==> src/rtl/elevator_dispatch.sv <==
// ----------------------------------------------------------------------------
// elevator_dispatch
// Four-floor elevator scheduler. It latches floor calls, picks a direction,
// stops at called floors, holds the door open for DOOR_TICKS en ticks and
// then continues in the preferred direction, reverses, or goes idle.
//
// Ports
//   clk        system clock, rising edge
//   reset      asynchronous, active-high
//   en         step-tick enable; scheduling decisions only on en edges
//   F          floor call buttons (active-high, any combination)
//   at_floor   one-hot car position, 0 = between floors
//   tgt        one-hot target floor (MOVE states only, else 0)
//   up / dn    motor commands
//   door_open  door command
//   pending    latched outstanding calls
//   busy       high in any state other than IDLE
//   state_dbg  current FSM state encoding, for observation only
//
// Handshake: there is no valid/ready pair. F is sampled on every clk edge,
// and the decision inputs (at_floor, pending) are acted on only when en=1.
// ----------------------------------------------------------------------------
module elevator_dispatch #(
    parameter int DOOR_TICKS = 4
) (
    input  logic       clk,
    input  logic       reset,
    input  logic       en,
    input  logic [3:0] F,
    input  logic [3:0] at_floor,
    output logic [3:0] tgt,
    output logic       up,
    output logic       dn,
    output logic       door_open,
    output logic [3:0] pending,
    output logic       busy,
    output logic [1:0] state_dbg
);

    typedef enum logic [1:0] {
        IDLE    = 2'd0,
        MOVE_UP = 2'd1,
        MOVE_DN = 2'd2,
        DOOR    = 2'd3
    } state_t;

    localparam logic [3:0] CNT_LOAD = 4'(DOOR_TICKS - 1);

    state_t     state, state_nxt;
    logic       dir, dir_nxt;
    logic [3:0] cnt, cnt_nxt;
    logic [1:0] door_flr, door_flr_nxt;
    logic [1:0] pos, pos_nxt;
    logic [3:0] pending_nxt, clr, tgt_nxt;
    logic       af_valid;
    logic [1:0] af_idx;

    // Any pending call strictly above / below floor k.
    function automatic logic has_above(input logic [3:0] p, input logic [1:0] k);
        return |(p & (4'b1110 << k));
    endfunction

    function automatic logic has_below(input logic [3:0] p, input logic [1:0] k);
        return |(p & ((4'b0001 << k) - 4'b0001));
    endfunction

    // Nearest pending floor strictly above k (lowest such bit).
    function automatic logic [3:0] nearest_up(input logic [3:0] p, input logic [1:0] k);
        logic [3:0] r;
        r = 4'b0000;
        for (int i = 3; i >= 0; i--)
            if (i > int'(k) && p[i]) r = 4'b0001 << i;
        return r;
    endfunction

    // Nearest pending floor strictly below k (highest such bit).
    function automatic logic [3:0] nearest_dn(input logic [3:0] p, input logic [1:0] k);
        logic [3:0] r;
        r = 4'b0000;
        for (int i = 0; i < 4; i++)
            if (i < int'(k) && p[i]) r = 4'b0001 << i;
        return r;
    endfunction

    // A non-one-hot at_floor is treated as "between floors".
    always_comb begin
        af_valid = 1'b1;
        af_idx   = 2'd0;
        case (at_floor)
            4'b0001: af_idx = 2'd0;
            4'b0010: af_idx = 2'd1;
            4'b0100: af_idx = 2'd2;
            4'b1000: af_idx = 2'd3;
            default: af_valid = 1'b0;
        endcase
    end

    always_comb begin
        state_nxt    = state;
        dir_nxt      = dir;
        cnt_nxt      = cnt;
        door_flr_nxt = door_flr;
        pos_nxt      = af_valid ? af_idx : pos;
        clr          = 4'b0000;
        case (state)
            IDLE: begin
                if (en && af_valid) begin
                    if (pending[af_idx]) begin
                        state_nxt    = DOOR;
                        door_flr_nxt = af_idx;
                        cnt_nxt      = CNT_LOAD;
                    end else if (has_above(pending, af_idx) &&
                                 (dir || !has_below(pending, af_idx))) begin
                        state_nxt = MOVE_UP;
                        dir_nxt   = 1'b1;
                    end else if (has_below(pending, af_idx)) begin
                        state_nxt = MOVE_DN;
                        dir_nxt   = 1'b0;
                    end
                end
            end
            MOVE_UP, MOVE_DN: begin
                if (en && af_valid) begin
                    if (pending[af_idx]) begin
                        state_nxt    = DOOR;
                        door_flr_nxt = af_idx;
                        cnt_nxt      = CNT_LOAD;
                    end else if ((state == MOVE_UP) ? !has_above(pending, af_idx)
                                                    : !has_below(pending, af_idx)) begin
                        // Nothing left ahead at a real floor: stop rather than run off the end.
                        state_nxt = IDLE;
                    end
                end
            end
            DOOR: begin
                // A re-press of this floor restarts the door hold, en or not.
                if (F[door_flr]) begin
                    cnt_nxt = CNT_LOAD;
                end else if (en) begin
                    if (cnt != 4'd0) begin
                        cnt_nxt = cnt - 4'd1;
                    end else if (dir && has_above(pending, door_flr)) begin
                        state_nxt = MOVE_UP;
                    end else if (!dir && has_below(pending, door_flr)) begin
                        state_nxt = MOVE_DN;
                    end else if (dir && has_below(pending, door_flr)) begin
                        state_nxt = MOVE_DN;
                        dir_nxt   = 1'b0;
                    end else if (!dir && has_above(pending, door_flr)) begin
                        state_nxt = MOVE_UP;
                        dir_nxt   = 1'b1;
                    end else begin
                        state_nxt = IDLE;
                    end
                end
            end
            default: state_nxt = IDLE;
        endcase

        // While the door is (or is becoming) open, its floor's call is cleared,
        // winning over a press in the same cycle.
        if (state_nxt == DOOR) clr = 4'b0001 << door_flr_nxt;
        pending_nxt = (pending | F) & ~clr;

        case (state_nxt)
            MOVE_UP: tgt_nxt = nearest_up(pending_nxt, pos_nxt);
            MOVE_DN: tgt_nxt = nearest_dn(pending_nxt, pos_nxt);
            default: tgt_nxt = 4'b0000;
        endcase
    end

    always_ff @(posedge clk or posedge reset) begin
        if (reset) begin
            state     <= IDLE;
            dir       <= 1'b1;
            cnt       <= 4'd0;
            door_flr  <= 2'd0;
            pos       <= 2'd0;
            pending   <= 4'b0000;
            tgt       <= 4'b0000;
            up        <= 1'b0;
            dn        <= 1'b0;
            door_open <= 1'b0;
            busy      <= 1'b0;
        end else begin
            state     <= state_nxt;
            dir       <= dir_nxt;
            cnt       <= cnt_nxt;
            door_flr  <= door_flr_nxt;
            pos       <= pos_nxt;
            pending   <= pending_nxt;
            tgt       <= tgt_nxt;
            up        <= (state_nxt == MOVE_UP);
            dn        <= (state_nxt == MOVE_DN);
            door_open <= (state_nxt == DOOR);
            busy      <= (state_nxt != IDLE);
        end
    end

    assign state_dbg = state;

endmodule

==> config.mk <==
export PLATFORM = sky130hd
export DESIGN_NAME = elevator_dispatch
export DESIGN_NICKNAME = d
export VERILOG_FILES = /design/src/rtl/elevator_dispatch.sv
export SDC_FILE = /design/constraint.sdc
export NUM_CORES = 1
export LEC_CHECK = 0
export ABC_CLOCK_PERIOD_IN_PS = 3000
export BUFFER_PORTS_ARGS = -buffer_cell sky130_fd_sc_hd__buf_2
export CORE_AREA = 2 2 71 73
export CTS_CLUSTER_SIZE = 10
export DETAILED_ROUTE_END_ITERATION = 7
export DIE_AREA = 0 0 73 75
export GPL_ROUTABILITY_DRIVEN = 0
export PLACE_DENSITY_LB_ADDON = 0.05
export SKIP_CTS_REPAIR_TIMING = 1
export SYNTH_ARGS = -nofsm -noshare
export SYNTH_HDL_FRONTEND = slang
export SYNTH_SLANG_ARGS = --single-unit
==> constraint.sdc <==
create_clock -name clk -period 3 [get_ports clk]
set_input_delay 0.6 -clock clk [delete_from_list [all_inputs] [get_ports clk]]
set_output_delay 0.6 -clock clk [all_outputs]
set_load 0.05 [all_outputs]
==> metrics.cfg <==
[synthesis]
synth-edff-count = 0
ys_top_cells_by_area = dfrtp_1 30%, ha_1 6.1%, o21ai_0 4.3%
ys_types = 61
ys_warn_count = 0
async_reset_ff_share_pct = 100.0
syn_area_um2 = 1857
syn_inst = 210
synth_fp_nets = 230
yosysMostFrequentCell = dfrtp_1
synth_seq_cells = 23
synth_top_area_share_pct = 29.65
yosysSeqAreaShare_pct = 31.06
syn_area_per_cell_um2 = 8.842
synthTopCellsByCount = 22 x dfrtp_1, 16 x o21ai_0, 12 x nand2_1, 12 x nor2_1, 11 x inv_1
ys.flop_type = dfrtp_1
synth_top_cell_by_area = dfrtp_1

[power]
p_per_area_nw_per_um2 = 897.2
worst_ir_drop_vdd_mv = 0.3460
totalPowerFinal_uw = 2324
p_leak_uw = 0.001094

[die]
core_area_um2 = 4661
start_util_pct = 39.84
num_io_pins = 25
rows = 25
die_w_um = 73
die_h_um = 75
die_area_um2 = 5475

[place]
place_inst = 316
port-buffer-count = 24
detailed_place_hpwl_um = 4137
dp_slack_ns = -0.2757

[cells_and_area]
area_growth_pct = 39.49
finalNonFillerCells = 329
final_util_pct = 55.57
drive_above_1_share_pct = 42.91
nets = 296
n_antenna_cell = 0

[critical_path]
critPathKind = input port to register
required_ns = 3.18
setup.worst_path.start_class = input port
crit_fanout = 6
reg2reg_depth = 12
critPathArrivalTime_ns = 3.06
worst_setup_path_end_kind = register

[clock_tree]
insertion_delay_ns = 0.27
cts.sinks = 23
numCtsBuffers = 3
clk_pin_slew_ns = 0.09
clockBufferDepth = 2
root_buffer = clkbuf_8
cts_max_level = 1
cts_tree = built

[global_route]
grt_pass1_wl_um = 8811
gr-total-overflow = 0
grt_max_degree = 24
first_global_vias = 1816
grt.total_usage_pct = 20.81
grt_antenna_before_repair = 0

[timing]
max-slew-margin-rel_pct = 39.15
fin_crit_sh_pct = 96.16
setup_violations = 0
clock_skew_ns = 0.01209
holdWs_ns = 0.5177
tightest_slew_ns = 0.9118
maxSlewViolCount = 0
fmax_mhz = 346.7
hold_viol = 0
fin_ws_ns = 0.1153
period_minus_slack_ns = 2.885

[drt]
vias = 1906
totalWireLength_um = 5513
dr.pass1.iters = 4
antenna_left = 0
viasPerCell = 5.793
drc = 0
drtIter0Drc = 85
routedWlPerCell_um = 16.76

[run_status]
status = completed

[job]
drv_cap = 0

[min_path]
min_path_type = input port to asynchronous set/reset pin

==> cell type report <==
cell class / count / area [um2]
fillers: 417 / 2071
multi-input cells: 166 / 1361
flip-flops and latches: 23 / 578.1
repair buffers: 71 / 496.7
well taps: 54 / 67.56
clock buffers: 4 / 45.04
inverters: 11 / 41.29
==> worst max-delay path, cell delays in order <==
cell and delay [ns]:
buf_4 0.14, nor4b_4 0.35, a21oi_4 0.10, a221o_2 0.43, o21ai_0 0.30, a32oi_1 0.20
ha_2 0.26, and4_1 0.21, a31oi_2 0.18, nand3_1 0.10, o21ai_1 0.18
==> layer usage <==
layer	part of all wire (%)	wire length, um	GRT usage (%)	up-vias
met5	0	0	0	-
met4	2.6	142	7.202	0
met3	3.6	197	2.945	13
met2	49	2716	35.74	55
met1	45	2456	26.84	919
li1	-	-	-	919
==> sequential cells by signal (all words and copies together), names as in the netlist <==
signal     flops
busy           1
cnt            4
state_dbg      2
pos            2
pending        4
door_open      1
tgt            4
up             1
door_flr       2
dir            1
dn             1
==> through the flow <==
step           setup TNS (ns)  cell area (um2)
2_1_floorplan        -0.02726             1894
3_3_place_gp          -0.8976             2301
3_5_place_dp           -1.468             2301
4_1_cts             -0.006978             2346
5_1_grt               -0.1105             2590
6_report                    0             2590
==> final timing paths <==
kind | start | slack [ns] | end
max | at_floor[2] | 0.12 | tgt[3]$_DFF_PP0_
min | reset | 0.52 | door_flr[0]$_DFF_PP0_
max reg2reg | pending[1]$_DFF_PP0_ | 0.13 | tgt[0]$_DFF_PP0_
min reg2reg | cnt[0]$_DFFE_PP0P_ | 0.59 | cnt[0]$_DFFE_PP0P_
max in group asynchronous | reset | 1.86 | pending[1]$_DFF_PP0_
min in group clk | cnt[0]$_DFFE_PP0P_ | 0.59 | cnt[0]$_DFFE_PP0P_
==> power by group <==
group	total, uW	internal [uW]	switching [uW]
logic	1620	709	915
registers	507	414	92.7
clock network	193	94.8	98.1
==> cells by family (layout without fill, tap and decap cells) <==
family	Yosys count	after routing	synth area share (%)
AOI/OAI and AO/OA	80	80	32.21
and+or+nand+nor	75	75	23.52
DFF	23	23	31.07
buffers and inverters	21	86	5.458
adders and majority gates	9	9	6.065
xor gates and xnor gates	1	1	0.4718
muxes	1	1	1.213
==> layout by cell type, fill, tap and decap left out, types with 3 or more instances in the layout <==
| cell type | synthesis | layout |
|---|---|---|
| a21boi_1 | 3 | 3 |
| a21o_1 | 3 | 3 |
| nor3_2 | 0 | 3 |
| inv_1 | 11 | 9 |
| o31ai_1 | 4 | 4 |
| o21ai_0 | 16 | 11 |
| ha_1 | 9 | 5 |
| nor2_1 | 12 | 11 |
| nand2b_1 | 5 | 4 |
| o211ai_1 | 3 | 3 |
| ha_2 | 0 | 3 |
| buf_2 | 3 | 21 |
| nand4_1 | 3 | 3 |
| nand3b_1 | 3 | 3 |
| dfrtp_1 | 22 | 21 |
| a21oi_1 | 10 | 10 |
| clkbuf_8 | 0 | 3 |
| nand2_1 | 12 | 12 |
| nand3_1 | 7 | 6 |
| buf_4 | 1 | 47 |
| o21a_1 | 4 | 3 |
| nor2b_1 | 7 | 5 |
| o21ai_1 | 7 | 10 |
(Power assumes the default switching activity.)
